===== src/rtl/scntru_tmr.sv =====
// Start/stop timer-counter with one-shot and periodic modes, a registered terminal-count
// pulse and a combinational cascade carry.
module scntru_tmr #(
    parameter int N     = 8,
    parameter     GROUP = "dpath1"   // placement tag only, no functional effect
) (
    input  logic         CLK,
    input  logic         RST,
    input  logic         EN,
    input  logic         START,
    input  logic         STOP,
    input  logic         MODE,
    input  logic [N-1:0] LIM,
    output logic [N-1:0] Q,
    output logic         TC,
    output logic         BUSY,
    output logic         DONE,
    output logic         COUT
);

    typedef enum logic [1:0] {
        StIdle = 2'd0,
        StRun  = 2'd1,
        StFin  = 2'd2
    } state_t;

    state_t         state_q, state_d;
    logic [N-1:0]   cnt_q, cnt_d;
    logic [N-1:0]   lim_q, lim_d;
    logic           mode_q, mode_d;
    logic           tc_q, tc_d;

    always_ff @(posedge CLK) begin
        if (RST) begin
            state_q <= StIdle;
            cnt_q   <= '0;
            lim_q   <= '0;
            mode_q  <= 1'b0;
            tc_q    <= 1'b0;
        end else begin
            state_q <= state_d;
            cnt_q   <= cnt_d;
            lim_q   <= lim_d;
            mode_q  <= mode_d;
            tc_q    <= tc_d;
        end
    end

    // STOP beats START beats counting; a winning START swallows any terminal event.
    always_comb begin
        state_d = state_q;
        cnt_d   = cnt_q;
        lim_d   = lim_q;
        mode_d  = mode_q;
        tc_d    = 1'b0;
        if (STOP) begin
            state_d = StIdle;
        end else if (START) begin
            state_d = StRun;
            cnt_d   = '0;
            lim_d   = LIM;
            mode_d  = MODE;
        end else if (state_q == StRun && EN) begin
            if (cnt_q == lim_q) begin
                tc_d = 1'b1;
                if (mode_q) begin
                    cnt_d = '0;
                end else begin
                    state_d = StFin;
                end
            end else begin
                cnt_d = cnt_q + N'(1);
            end
        end
    end

    assign Q    = cnt_q;
    assign TC   = tc_q;
    assign BUSY = (state_q == StRun);
    assign DONE = (state_q == StFin);
    assign COUT = BUSY & EN & (&cnt_q);

endmodule


===== config.mk =====
export PLATFORM = sky130hd
export DESIGN_NAME = scntru_tmr
export DESIGN_NICKNAME = d
export VERILOG_FILES = /design/src/rtl/scntru_tmr.sv
export SDC_FILE = /design/constraint.sdc
export NUM_CORES = 1
export LEC_CHECK = 0
export CORE_ASPECT_RATIO = 0.8
export CORE_MARGIN = 2
export CORE_UTILIZATION = 30
export CTS_CLUSTER_SIZE = 25
export DETAILED_ROUTE_END_ITERATION = 7
export HOLD_SLACK_MARGIN = 0.12
export PLACE_DENSITY = 0.61
export SYNTH_ARGS = -nofsm -noshare
export SYNTH_HDL_FRONTEND = slang
export SYNTH_SLANG_ARGS = --single-unit

===== constraint.sdc =====
create_clock -name CLK -period 2.68 [get_ports CLK]
set_input_delay 0.268 -clock CLK [delete_from_list [all_inputs] [get_ports CLK]]
set_output_delay 0.268 -clock CLK [all_outputs]
set_load 0.01 [all_outputs]

==> results of run 1 <==
-- cells by family (layout without fill, tap and decap cells) --
family	after synthesis	in the layout
flip-flops	20	20
multiplexers	1	1
XOR/XNOR	8	8
AO/OA/AOI/OAI	28	28
AND/OR/NAND/NOR	63	63
adder cells (fa/ha/maj)	1	1
buffers and inverters	8	32
-- area by class of cell --
class | count | area share
clock buffer | 4 | 0.03936
inverter | 1 | 0.002683
multi-input combinational | 101 | 0.4445
sequential | 20 | 0.2862
tap | 42 | 0.03757
timing repair buffer | 27 | 0.1896
-- tightest hold or removal path, delay by kind of cell, from the launching register on --
family	cells	cell delay, ps
flip-flops	1	320
AND/OR/NAND/NOR	1	50
AO/OA/AOI/OAI	1	50
-- per-layer routing --
metal	GRT usage	vias to the layer above	part of all wire
li1	-	501	-
met1	0.1728	429	0.47
met2	0.2029	25	0.45
met3	0.03710	5	0.055
met4	0.06469	0	0.018
met5	0	-	0
-- worst paths after layout --
check	end	slack [ps]	cells past startpoint
max	COUT	450	4
min reg2reg	lim_q[7]	480	2
min	lim_q[7]	480	2
max reg2reg	Q[1]	960	5
-- power by group through the flow --
stage               Sequential [mW]  Clock, mW  Combinational (mW)
finish                        0.314      0.235              0.0912
global route                  0.315      0.258              0.0993
detailed placement            0.321          0              0.0920
CTS                           0.314      0.243              0.0920
global placement              0.321          0              0.0907
floorplan                     0.319          0              0.0603
-- cell usage in the layout (no fill, tap or decap), types with 3 or more instances in the layout --
cell type	synthesis	layout
nor4_1	3	3
o21ai_1	3	3
xnor2_2	3	3
clkdlybuf4s50_1	0	25
a21oi_1	13	13
nor2b_1	3	3
dfxtp_1	20	20
nor2_1	7	7
xnor2_1	5	5
nand2_1	26	26
clkbuf_8	0	4
a32oi_1	3	3
nand4_1	5	5
o21ai_0	3	3
nor3_1	3	3
nand2b_1	3	3
-- state kept, by name, indices dropped and copies added, names as in the netlist --
register,cells
Q,8
lim_q,8
state_q,2
TC,1
mode_q,1
-- metrics by stage --
step                worst slack [ps]  instance area (um2)  total power [mW]    util  hold WS (ps)
global placement               749.5                 1344            0.4114  0.3925         462.7
floorplan                       1152                 1076            0.3797       -         404.0
detailed placement             710.7                 1344            0.4132  0.3925         468.8
CTS                            443.2                 1399            0.6490  0.4086         478.9
global route                   342.2                 1399            0.6725  0.4086         501.5
finish                         452.6                 1399            0.6402  0.4086         475.2
==> impl_metrics.toml, run 1 <==
[timing]
rsz0062_at_grt = "no"
slew_viol_final = 0
final.min_clock_period_ps = 2227
worst_slew_pin_slew_ps = 509.7
fmax_mhz = 448.9
finalSetupTns_ps = 0
final_hold_viol_count = 0
slew_headroom = 0.6589
setup_viol = 0
skew_ps = 11.53
post-route-period-util = 0.8311

[critical_path]
cp.required_ps = 2410
cp_data_arrival_time_ps = 1960
reg2reg_from = "Q[4]"
worst_path_max_delay_cell = "clkdlybuf4s50_1"
crit_family = "buffers and inverters"
critical_path_class = "reg -> out"
crit_buf_inv = 1
cp-end-kind = "output pin"
max_stage_delay_ps = 560
critPathLaunchType = "flip-flop"
critical_path.cell_chain = "ha_1 -> nand4_1 -> nor3_1 -> clkdlybuf4s50_1"
crit_start = "Q[0]"
crit_path_max_fanout = 8

[synth]
yosysSeqAreaShare = 0.3721
yosysMostFrequentCell = "nand2_1"
synth-simple-area-share = 0.2965
synth_top_area_cell = "dfxtp_1"
synth_nets = 144
synth.distinct_cells = 36
yosys-top-cells-count = "nand2_1 (26), dfxtp_1 (20), a21oi_1 (13), nor2_1 (7)"
postSynthCellCount = 129
syn_area_per_cell_um2 = 8.341
synthMuxAreaShare = 0.009302
yosys.area_share.xor_xnor = 0.08605
synth_top_area_share = 0.3721
synth-async-reset-ratio = 0
yosysWarnings = 0
yosys.area_share.adder = 0.01163
synth_top_family_by_area = "simple AND/OR/NAND/NOR gates"
yosys-top-cells-area = "dfxtp_1 (37%), nand2_1 (9.1%), a21oi_1 (6.0%)"
yosys_most_used_dff = "dfxtp_1"
synth_edf_count = 0
synth_compound_area_frac = 0.1744
netlist_area_mm2 = 0.001076
synth_seq_cells = 20

[min_path]
worstHoldPathType = "reg -> reg"
min-delay-start = "lim_q[7]"

[cts]
ctsHtreeMaxLevel = 1
cts_tree = "built"
insertion_delay_ps = 270
cts.sinks = 20
cts_hold_buffers = 0
cts_resized = 0
cts_buffers = 3
postCtsSetupBuffers = 0
cts-root-buf = "clkbuf_8"
clk_path_buf_depth = 2
clkTransAtPathRegs_ps = 80

[drt]
wl_um = 2463
first_pass_iters = 4
routed_via_density = 4.923
ant_nets = 0
drt_iter0_markers = 76
vias = 960
drcViolationCount = 0
routedWlPerCell_um = 12.63

[power_and_ir_drop]
p_clk_frac = 0.367
power_frac_comb = 0.143
p_sw_frac = 0.2515
switching_power_mw = 0.1610
p_leak_nw = 0.4544
p_per_area_mw_per_mm2 = 457.7
p_int_mw = 0.4792
power_frac_seq = 0.491
ir_drop_uv = 319.7

[die]
die-area_mm2 = 0.004085
ios = 26
initial_core_util = 0.3143
rows = 19
die_h_um = 57.57
coreArea_mm2 = 0.003423
die_x_um = 70.96

[grt]
gr-usage-all-layers = 0.1326
grt_max_degree = 14
grt.overflow.total = 0
antenna_found_initial = 0
first_global_vias = 865
grt_pass1_wl_um = 4195

[layout]
area_growth_syn_to_layout_pct = 30.00
antenna_cells = 0
fin_cells = 195
seqCellArea_um2 = 400.4
multiInputGateArea_um2 = 621.8
drive_gt1_frac = 0.08497
nFillCells = 363
fin_nets = 169

[place]
place.gp.congestion = 0.8065
placed_cells = 191
portBuffers = 25
hpwlAfterDp_um = 1837

[status]
status = "finished clean"

[run]
max_cap_violations = 0
Note: power is estimated with default switching activity, not from simulation.
==> run 2: changes to the inputs <==
==> constraint.sdc (replaced) <==
create_clock -name CLK -period 2.3 [get_ports CLK]
set_input_delay 0.23 -clock CLK [delete_from_list [all_inputs] [get_ports CLK]]
set_output_delay 0.23 -clock CLK [all_outputs]
set_load 0.01 [all_outputs]
==> impl_metrics.toml, run 2 (synthesized netlist as in run 1, its figures left out) <==
[status]
status = "finished clean"

[die]
die-area_mm2 = 0.004085
die_x_um = 70.96
die_h_um = 57.57
coreArea_mm2 = 0.003423
rows = 19
initial_core_util = 0.3143
ios = 26

[cts]
cts-root-buf = "clkbuf_8"
cts_buffers = 3
clk_path_buf_depth = 2
clkTransAtPathRegs_ps = 70
insertion_delay_ps = 260
ctsHtreeMaxLevel = 1
cts.sinks = 20
postCtsSetupBuffers = 0
cts_tree = "built"

[timing]
worst_slew_pin_slew_ps = 505.3
worst_hold_slack_ps = 471.1
setup_viol = 0
final.min_clock_period_ps = 2163
slew_headroom = 0.6620
post-route-period-util = 0.9404
skew_ps = 1.841
rsz0062_at_grt = "no"
setup_ws_ps = 137.2
finalSetupTns_ps = 0
final_hold_viol_count = 0
slew_viol_final = 0
fmax_mhz = 462.4

[layout]
final_cell_mix = "nand2_1 (26), clkdlybuf4s50_1 (25), dfxtp_1 (19), a21oi_1 (13), nor2_1 (7)"
fin_nets = 170
antenna_cells = 0
fin_area_mm2 = 0.001424
mostFrequentLayoutCell = "nand2_1"
drive_gt1_frac = 0.09740
area_growth_syn_to_layout_pct = 32.33

[critical_path]
reg2reg_from = "Q[4]"
crit_family = "buffers and inverters"
crit_buf_inv = 1
rrSetupSlack_ps = 590
cp.required_ps = 2070
crit_path_max_fanout = 7
critPathLaunchType = "flip-flop"
worst_path_max_delay_cell = "clkdlybuf4s50_1"
max_stage_delay_ps = 560
critical_path_class = "reg -> out"
crit-reg2reg-capture = "Q[1]"
r2r_cells = 5
critical_path.cell_chain = "ha_1 -> nand4_1 -> nor3_1 -> clkdlybuf4s50_1"
cp-end-kind = "output pin"
cp_data_arrival_time_ps = 1930

[min_path]
worstHoldPathType = "reg -> reg"
holdPathStages = 2
min-delay-start = "lim_q[7]"
min_to = "lim_q[7]"

[grt]
top_usage_layer = "met2"
gr-usage-met1 = 0.1625
gr-usage-all-layers = 0.1272
first_global_vias = 911
grt.overflow.total = 0
grt_max_degree = 14
grt_pass1_wl_um = 4133
met3_usage = 0.04240
use_met2 = 0.2083
antenna_found_initial = 0

[drt]
ant_nets = 0
routed_via_density = 4.954
routedWlPerCell_um = 12.14
wl_um = 2379
vias = 971
drt_iter0_markers = 57
drcViolationCount = 0
first_pass_iters = 4

[power_and_ir_drop]
ir_drop_uv = 286.9
power_frac_seq = 0.443
switching_power_mw = 0.1855
p_leak_nw = 0.4670
p_clk_frac = 0.427
p_int_mw = 0.6395
p_total_mw = 0.8250
power_frac_comb = 0.130
p_sw_frac = 0.2249
p_per_area_mw_per_mm2 = 579.4

[place]
post-place-ws_ps = 383.9
placed_area_mm2 = 0.001351
hpwlAfterDp_um = 1855
place.gp.congestion = 0.8079
portBuffers = 25

[run]
max_cap_violations = 0
run 2: cell count changes in the layout (fill, tap and decap cells not counted):
cell and delta:
bufinv_16 +1, dfxtp_1 -1, dfxtp_2 +1, clkbuf_8 -1, buf_4 +1
run 2: timing repair:
action / in CTS / in global routing
resized for setup: 0 / 1
hold buffers: 0 / 0
endpoints found under the setup margin: 0 / 1
endpoints found under the hold margin: 0 / 0
run 2: worst register-to-register path, delay by kind of cell (launching register included):
family                    cells  cell delay [ps]
AOI/OAI and AO/OA             1              270
xor gates and xnor gates      1              150
and+or+nand+nor               3              660
DFF                           1              510
run 2: worst max-delay path by stage:
stage / start / endpoint / slack [ps] / cells after the start
final: Q[1] / COUT / 140 / 4
after CTS: Q[0] / COUT / 90 / 4
after global placement: EN / COUT / 450 / 4
after floorplan: Q[2] / Q[2] / 770 / 6
after detailed placement: Q[0] / COUT / 380 / 4
after global routing: Q[1] / COUT / 4 / 4
run 2: area by class of cell:
class / instances / area [um2]
tap: 42 / 52.55
sequential: 20 / 401.6
inverter: 1 / 3.754
fill: 361 / 1999
timing repair buffer: 28 / 272.8
clock buffer: 3 / 41.29
clock inverter: 1 / 30.03
multi-input combinational: 101 / 621.8
run 2: stage by stage:
step | util | cells
floorplan | - | 129
global placement | 0.3947 | 192
detailed placement | 0.3947 | 192
CTS | 0.4156 | 196
global route | 0.4159 | 196
finish | 0.4159 | 196
run 2: power by group through the flow:
stage                     logic (mW)  registers (mW)  clock network [mW]
after global placement         0.107           0.374                   0
after CTS                      0.107           0.366               0.367
after floorplan               0.0702           0.372                   0
after global routing           0.118           0.368               0.380
final                          0.107           0.366               0.352
after detailed placement       0.107           0.374                   0
run 2: metal layers:
metal  routed length [um]  up-vias
met1                 1135      442
met5                    0        -
met3                  122        0
met2                 1121       29
met4                    0        0
li1                     -      500
